**src/rtl/q3_sched_pkg.sv**
```systemverilog
`default_nettype none
// ============================================================================
// Module      : q3_sched_pkg
// Description : Shared types, constants and the reference result function
//               for the q3_sched round-robin datapath scheduler.
// Revision    : 1.0 - initial release
// ============================================================================
package q3_sched_pkg;

  // Scheduler FSM states
  typedef enum logic [2:0] {
    IDLE  = 3'd0,
    FEED0 = 3'd1,
    FEED1 = 3'd2,
    CAPT  = 3'd3,
    RESP  = 3'd4
  } q3_state_e;

  // Constant added to x1 inside the datapath
  localparam logic [7:0] Q3_ADD_CONST = 8'h22;
  // Values the datapath loads while its clear is high
  localparam logic [7:0] Q3_CLR_IN    = 8'h03;
  localparam logic [7:0] Q3_CLR_R2    = 8'h55;

  // Expected datapath result for an operand pair (8-bit, carry dropped)
  function automatic logic [7:0] q3_result(input logic [7:0] x0, input logic [7:0] x1);
    logic [7:0] sum;
    sum = x1 + Q3_ADD_CONST;
    return x1 ^ x0 ^ sum;
  endfunction

endpackage
`default_nettype wire

```
**src/rtl/q3_rr_arbiter.sv**
```systemverilog
`default_nettype none
// ============================================================================
// Module      : q3_rr_arbiter
// Description : Round-robin arbiter. Picks the first valid requester at or
//               above the pointer (with wrap-around) and moves the pointer
//               past the winner when the grant is consumed.
// Revision    : 1.0 - initial release
// ============================================================================
module q3_rr_arbiter #(
  parameter int NUM_REQ = 2,
  parameter int ID_W    = 2
) (
  input  logic               clk,
  input  logic               clear,
  input  logic [NUM_REQ-1:0] req,
  input  logic               advance,
  output logic [NUM_REQ-1:0] grant,
  output logic [ID_W-1:0]    grant_id,
  output logic               any_req
);

  logic [ID_W-1:0] ptr_q;
  logic [ID_W-1:0] ptr_d;

  // Winner search: distance k from the pointer, first valid requester wins.
  // Both loop indices are constants after unrolling, so every select is static.
  always_comb begin
    grant    = '0;
    grant_id = '0;
    any_req  = 1'b0;
    for (int k = 0; k < NUM_REQ; k++) begin
      for (int i = 0; i < NUM_REQ; i++) begin
        if (!any_req && req[i] &&
            ((int'(ptr_q) + k == i) || (int'(ptr_q) + k == i + NUM_REQ))) begin
          any_req  = 1'b1;
          grant[i] = 1'b1;
          grant_id = ID_W'(i);
        end
      end
    end
  end

  // Pointer update: one past the granted requester, wrapping at NUM_REQ
  always_comb begin
    ptr_d = ptr_q;
    if (advance) begin
      for (int i = 0; i < NUM_REQ; i++) begin
        if (grant[i]) begin
          ptr_d = (i == NUM_REQ - 1) ? '0 : ID_W'(i + 1);
        end
      end
    end
  end

  // Pointer register
  always_ff @(posedge clk) begin
    if (!clear) begin
      ptr_q <= '0;
    end else begin
      ptr_q <= ptr_d;
    end
  end

endmodule
`default_nettype wire

```
**src/rtl/q3_sched.sv**
```systemverilog
`default_nettype none
// ============================================================================
// Module      : q3_sched
// Description : Round-robin scheduler sharing one 8-bit XOR/add datapath
//               among NUM_REQ requesters. Feeds x0 then x1, captures the
//               result and returns it with the owner ID on a valid/ready port.
//               Optional feature macro: Q3_SCHED_SELFCHECK_EN builds a
//               comparator that flags a wrong datapath result on `mismatch`.
// Revision    : 1.0 - initial release
// ============================================================================
module q3_sched
  import q3_sched_pkg::*;
#(
  parameter int NUM_REQ = 2,
  parameter int ID_W    = 2
) (
  input  logic                  clk,
  input  logic                  clear,
  input  logic [NUM_REQ-1:0]    req_valid,
  output logic [NUM_REQ-1:0]    req_ready,
  input  logic [16*NUM_REQ-1:0] req_data,
  output logic                  rsp_valid,
  input  logic                  rsp_ready,
  output logic [ID_W-1:0]       rsp_id,
  output logic [7:0]            rsp_data,
  output logic                  dp_clear,
  output logic [7:0]            dp_input,
  input  logic [7:0]            dp_output,
  output logic                  mismatch
);

  q3_state_e       state_q, state_d;
  logic [7:0]      x0_q, x0_d;
  logic [7:0]      x1_q, x1_d;
  logic [ID_W-1:0] id_q, id_d;
  logic [7:0]      rsp_data_q, rsp_data_d;

  logic [NUM_REQ-1:0] arb_grant;
  logic [ID_W-1:0]    arb_id;
  logic               arb_any;
  logic               accept;
  logic [15:0]        win_data;

  // A grant is only consumed in IDLE and never while reset is held
  assign accept = clear && (state_q == IDLE) && arb_any;

  q3_rr_arbiter #(
    .NUM_REQ (NUM_REQ),
    .ID_W    (ID_W)
  ) u_arb (
    .clk      (clk),
    .clear    (clear),
    .req      (req_valid),
    .advance  (accept),
    .grant    (arb_grant),
    .grant_id (arb_id),
    .any_req  (arb_any)
  );

  // Operand pair of the current winner
  always_comb begin
    win_data = '0;
    for (int i = 0; i < NUM_REQ; i++) begin
      if (arb_grant[i]) begin
        win_data = req_data[16*i +: 16];
      end
    end
  end

  // Next-state and operand/result capture
  always_comb begin
    state_d    = state_q;
    x0_d       = x0_q;
    x1_d       = x1_q;
    id_d       = id_q;
    rsp_data_d = rsp_data_q;
    case (state_q)
      IDLE: begin
        if (accept) begin
          state_d = FEED0;
          x0_d    = win_data[7:0];
          x1_d    = win_data[15:8];
          id_d    = arb_id;
        end
      end
      FEED0: state_d = FEED1;
      FEED1: state_d = CAPT;
      CAPT: begin
        rsp_data_d = dp_output;
        state_d    = RESP;
      end
      RESP: begin
        if (rsp_ready) begin
          state_d = IDLE;
        end
      end
      default: state_d = IDLE;
    endcase
  end

  // State-decoded outputs; reset forces the idle view immediately
  always_comb begin
    req_ready = '0;
    rsp_valid = 1'b0;
    dp_clear  = 1'b1;
    dp_input  = 8'h00;
    if (clear) begin
      case (state_q)
        IDLE: begin
          req_ready = arb_grant;
        end
        FEED0: begin
          dp_clear = 1'b0;
          dp_input = x0_q;
        end
        FEED1, CAPT: begin
          dp_clear = 1'b0;
          dp_input = x1_q;
        end
        RESP: begin
          rsp_valid = 1'b1;
        end
        default: ;
      endcase
    end
  end

  assign rsp_data = rsp_data_q;
  assign rsp_id   = id_q;

  // State and data registers
  always_ff @(posedge clk) begin
    if (!clear) begin
      state_q    <= IDLE;
      x0_q       <= 8'h00;
      x1_q       <= 8'h00;
      id_q       <= '0;
      rsp_data_q <= 8'h00;
    end else begin
      state_q    <= state_d;
      x0_q       <= x0_d;
      x1_q       <= x1_d;
      id_q       <= id_d;
      rsp_data_q <= rsp_data_d;
    end
  end

`ifdef Q3_SCHED_SELFCHECK_EN
  logic mismatch_q, mismatch_d;

  // Sticky compare of the captured result against the reference model
  always_comb begin
    mismatch_d = mismatch_q;
    if ((state_q == CAPT) && (dp_output != q3_result(x0_q, x1_q))) begin
      mismatch_d = 1'b1;
    end
  end

  // Mismatch flag register, cleared only by reset
  always_ff @(posedge clk) begin
    if (!clear) begin
      mismatch_q <= 1'b0;
    end else begin
      mismatch_q <= mismatch_d;
    end
  end

  assign mismatch = mismatch_q;
`else
  assign mismatch = 1'b0;
`endif

endmodule
`default_nettype wire

```
**config.mk**
```make
export PLATFORM = sky130hd
export DESIGN_NAME = q3_sched
export DESIGN_NICKNAME = d
export VERILOG_FILES = /design/src/rtl/q3_sched_pkg.sv /design/src/rtl/q3_rr_arbiter.sv /design/src/rtl/q3_sched.sv
export SDC_FILE = /design/constraint.sdc
export NUM_CORES = 1
export LEC_CHECK = 0
export CAP_MARGIN = 0
export CORE_MARGIN = 3
export CORE_UTILIZATION = 44
export CTS_BUF_LIST = sky130_fd_sc_hd__clkbuf_8
export DETAILED_ROUTE_END_ITERATION = 12
export PLACE_DENSITY = 0.95
export REMOVE_ABC_BUFFERS = 1
export SLEW_MARGIN = 20
export SYNTH_ARGS = -nofsm -noshare
export SYNTH_HDL_FRONTEND = slang
export SYNTH_SLANG_ARGS = --single-unit
```
**constraint.sdc**
```tcl
create_clock -name clk -period 3.4 [get_ports clk]
set_clock_uncertainty 0.05 [all_clocks]
set_input_delay 0.51 -clock clk [delete_from_list [all_inputs] [get_ports clk]]
set_output_delay 0.51 -clock clk [all_outputs]
set_load 0.01 [all_outputs]
```
==> reports/results.ini, run 1 <==
[worst_setup_path]
cp.required_ns = 2.84
crit_path_end_kind = primary output
cp-start-kind = input pin
cp.arrival_ns = 2.30
crit_type = in -> out
slowest_stage = clkdlybuf4s50_1
critPathMostFrequentCell = clkdlybuf4s50_1
max_stage_delay_ns = 0.60
cp_max_fo = 9
r2r_slack_ns = 1.50
cp_cell_sequence = clkdlybuf4s50_1 > nor4b_4 > and3_1 > clkdlybuf4s50_1

[routing]
wl_per_cell_um = 16.5
dr.pass1.iters = 4
vias = 1339
initialDrtViolationCount = 49
via_per_inst = 5.72
drt-total-wl_mm = 3.85
antenna_left = 0
drc_errors = 0

[layout]
post-route-util_pct = 74.0
syn_to_final_growth_pct = 56.1
drive_gt1_share_pct = 7.88
diodes = 0
nets = 247

[floorplanning]
die_x_um = 61.4
rows = 19
die_y_um = 61.4
core-area_um2 = 2850
die-area_um2 = 3780
ios = 68
start_util_pct = 47.4

[logic_synthesis]
synthesis.area_um2 = 1350
synthAdderAreaFrac_pct = 0
synthSimpleGateAreaFrac_pct = 20.9
avgSynthCellArea_um2 = 9.80
synth_top_area_share_pct = 42.9
netlist_top_cells_area = dfxtp_1, a32oi_1, o2bb2ai_1
ys_ff_latch = 29
synth_xor_area_share_pct = 0.648
synth_top_family_by_area = compound AO/OA/AOI/OAI gates
synth.distinct_cells = 28
synth-seq-area-share_pct = 42.9
syn_inst = 138
synth_compound_area_share_pct = 23.9
yosys-mux-area-fraction_pct = 5.92
yosys_warnings = 0
synth_area_leader_cell = dfxtp_1

[timing]
final.setup.tns_ns = 0
fin_hold_ws_ns = 0.403
final_max_slew_viol_count = 0
period_minus_slack_ns = 2.86
worst_slew_pin_slew_ns = 0.697
max_freq_mhz = 349
slew_headroom_pct = 53.5
setup_violations = 0
finalHoldViolCount = 0
finalCritPeriodShare_pct = 84.3
grt_setup_unrepaired = no

[clocking]
clockRootBuffer = clkbuf_8
clock-sinks = 29
cts_tree = done
holdBufCountCts = 0
cts_buffer_depth = 2
clk_pin_slew_ns = 0.06
postCtsSetupBuffers = 0
clock_latency_ns = 0.29
post_cts_resized = 0
htreeDepth = 2
cts_buffers = 5

[min_path]
min_path_type = reg -> reg

[global_route]
grt_usage_pct = 22.0
grt_pass1_vias = 1360
antenna_found_initial = 0
grt_max_degree = 23
grt.overflow.total = 0
grt_pass1_wl_mm = 5.98

[status]
status = finished, final reports clean

[placed_design]
routabilityCongestion = 0.802
dp_hpwl_mm = 2.74
port_buffers = 65

[pwr]
p_per_area_nw_per_um2 = 428
ir_drop_mv = 0.272
p_leak_uw = 0.000818

[flow_run]
max-cap-violations = 0

==> placed cells by master (no fill, tap or decap), types with 3 or more instances in the layout <==
cell	n
nor2_1	3
o2bb2ai_1	10
a21oi_1	9
nor2b_1	8
buf_4	5
a221o_1	6
mux2i_1	8
nand2_1	8
dfxtp_1	29
and3_1	8
a32oi_1	10
clkdlybuf4s50_1	65
clkbuf_8	7
nand3b_1	10
==> cells by family (layout without fill, tap and decap cells) <==
| group | Yosys count | count (layout) |
|---|---|---|
| other | 1 | 2 |
| AND/OR/NAND/NOR | 45 | 45 |
| flip-flops | 29 | 29 |
| buffers and inverters | 14 | 78 |
| AO/OA/AOI/OAI | 40 | 40 |
| multiplexers | 8 | 8 |
| XOR/XNOR | 1 | 1 |
==> worst paths after layout <==
check / startpoint / endpoint / cells past startpoint
hold reg to reg: rsp_id[0]$_SDFFE_PN0P_ / rsp_id[0]$_SDFFE_PN0P_ / 1
hold / removal: rsp_id[0]$_SDFFE_PN0P_ / rsp_id[0]$_SDFFE_PN0P_ / 1
setup reg to reg: state_q[1]$_SDFFE_PN0P_ / rsp_data[2]$_SDFFE_PN0N_ / 3
setup / recovery: clear / req_ready[1] / 4
==> area by class of cell <==
type                    count  area (um^2)
clock buffers               7         96.3
clock inverters             1         5.00
fillers                   214          742
multi-input cells          96          702
flip-flops and latches     29          581
well taps                  31         38.8
repair buffers             70          688
==> flip-flops by register name, summed over array words and instances, names as in the netlist <==
register     cells
x0_q             8
rsp_id           1
u_arb.ptr_q      1
x1_q             8
state_q          3
rsp_data         8
==> power by group <==
part / internal [uW] / total (uW) / leakage (uW) / switching, uW
clock network: 183 / 313 / 0.0000542 / 131
logic: 114 / 189 / 0.000527 / 74.8
registers: 370 / 402 / 0.000237 / 31.9
==> Yosys cell counts, drive strengths merged <==
library cell  number
nor2b              8
nand2              8
nor3               2
a32oi             10
nor2               3
nor3b              1
clkbuf             6
or2                1
a221o              6
buf                8
o41a               1
conb               1
nor4b              1
and3               8
mux2i              8
a21o               1
nand3b            10
a21oi              9
and2               1
a21boi             2
dfxtp             29
xnor2              1
o2bb2ai           10
nand2b             2
o21ai              1
==> critical path: cells and delay by family <==
kind          cells  cell delay, ns
buf+inv           2            1.15
simple gates      2            0.64
==> through the flow <==
step | power [uW] | instance area [um^2] | setup WS [ns] | instances
5_1_grt | 944 | 2110 | 0.412 | 234
2_1_floorplan | 485 | 1280 | 1.48 | 125
4_1_cts | 908 | 2110 | 0.530 | 234
3_3_place_gp | 588 | 2010 | 0.605 | 226
3_5_place_dp | 596 | 2010 | 0.530 | 226
6_report | 904 | 2110 | 0.535 | 234
==> metal layers <==
layer | vias to the layer above | global-route usage (%) | routed length (um)
met3 | 11 | 8.60 | 368
met5 | - | 0 | 0
met2 | 71 | 37.5 | 1840
li1 | 643 | - | -
met1 | 614 | 23.2 | 1530
met4 | 0 | 12.1 | 109
(Power assumes the default switching activity.)
==> run 2: changes to the inputs <==
CORE_UTILIZATION = 41   (was 44)
PLACE_DENSITY = 0.91   (was 0.95)
clock period = 3 ns   (was 3.4 ns; I/O delays follow)
==> reports/results.ini, run 2 (synthesis results as in run 1) <==
[status]
status = finished, final reports clean

[layout]
drive_gt1_share_pct = 8.33
final_cell_mix = clkdlybuf4s50_1, dfxtp_1, nand3b_1, a32oi_1, o2bb2ai_1
diodes = 0
final_common_cell = clkdlybuf4s50_1
syn_to_final_growth_pct = 57.8
nets = 248

[timing]
slew_headroom_pct = 52.3
worst_slew_pin_slew_ns = 0.715
max_freq_mhz = 378
grt_setup_unrepaired = no
period_minus_slack_ns = 2.64
fin_hold_ws_ns = 0.408
setup_violations = 0
setup_ws_ns = 0.358
final_max_slew_viol_count = 0
finalCritPeriodShare_pct = 88.1
final.setup.tns_ns = 0
finalHoldViolCount = 0

[global_route]
grt_usage_pct = 21.8
grt_max_degree = 23
grt_pass1_vias = 1396
antenna_found_initial = 0
use_met3_pct = 6.77
grt_pass1_wl_mm = 6.78
grt.overflow.total = 0
met1_usage_pct = 22.9
busiest_layer = met2
met2_usage_pct = 39.8

[routing]
drc_errors = 0
antenna_left = 0
dr.pass1.iters = 4
drt-total-wl_mm = 4.10
via_per_inst = 5.52
wl_per_cell_um = 16.5
initialDrtViolationCount = 59
vias = 1370

[worst_setup_path]
cp_max_fo = 11
crit_type = in -> out
cp.arrival_ns = 2.14
cp.required_ns = 2.50
cp-start-kind = input pin
crit_path_end_kind = primary output

[floorplanning]
ios = 68
core-area_um2 = 3100
die-area_um2 = 4020
die_y_um = 63.4
start_util_pct = 43.6
die_x_um = 63.4
rows = 20

[placed_design]
dp_hpwl_mm = 3.03
dp_slack_ns = 0.362
port_buffers = 65
routabilityCongestion = 0.799

[flow_run]
max-cap-violations = 0

[clocking]
cts_buffers = 5
post_cts_resized = 0
clockRootBuffer = clkbuf_8
postCtsSetupBuffers = 0
clk_pin_slew_ns = 0.06
clock-sinks = 29
htreeDepth = 2
holdBufCountCts = 0
cts_buffer_depth = 2
cts_tree = done
clock_latency_ns = 0.28

[pwr]
p_per_area_nw_per_um2 = 480
p_leak_uw = 0.000824
ir_drop_mv = 0.297

[min_path]
min_path_type = reg -> reg

-- run 2: layout make-up --
class | count | area [um^2]
Fill cell | 275 | 968
Multi-Input combinational cell | 96 | 702
Timing Repair Buffer | 71 | 696
Sequential cell | 29 | 581
Clock buffer | 7 | 96.3
Tap cell | 44 | 55.1
Clock inverter | 1 | 5.00
-- run 2: worst max-delay path, cell delays in order --
cell and delay, ns:
clkdlybuf4s50_1 0.55, nand2b_1 0.27, or2_2 0.38, clkdlybuf4s50_1 0.49
-- run 2: worst paths after layout --
path	to	startpoint	slack, ns	cells past startpoint
hold / removal	rsp_id[0]$_SDFFE_PN0P_	rsp_id[0]$_SDFFE_PN0P_	0.41	1
setup / recovery	dp_clear	clear	0.36	4
setup reg to reg	rsp_data[4]$_SDFFE_PN0N_	state_q[1]$_SDFFE_PN0P_	1.08	3
hold reg to reg	rsp_id[0]$_SDFFE_PN0P_	rsp_id[0]$_SDFFE_PN0P_	0.41	1
-- run 2: per-stage QoR --
stage          util (%)  std cells  area (um^2)  power (uW)
3_3_place_gp       65.5        240         2030         668
5_1_grt            68.8        248         2130        1070
4_1_cts            68.8        248         2130        1030
2_1_floorplan         -        125         1280         549
3_5_place_dp       65.5        240         2030         679
6_report           68.8        248         2130        1020
-- run 2: routing by layer --
metal	routed length (um)	up-vias
li1	-	645
met1	1510	646
met2	2200	71
met3	314	8
met5	0	-
met4	75	0
-- run 2: where the power goes --
group / leakage [uW] / total (uW) / switching [uW] / internal, uW
Sequential: 0.000237 / 456 / 37.1 / 419
Clock: 0.0000542 / 352 / 145 / 207
Combinational: 0.000532 / 216 / 86.0 / 130
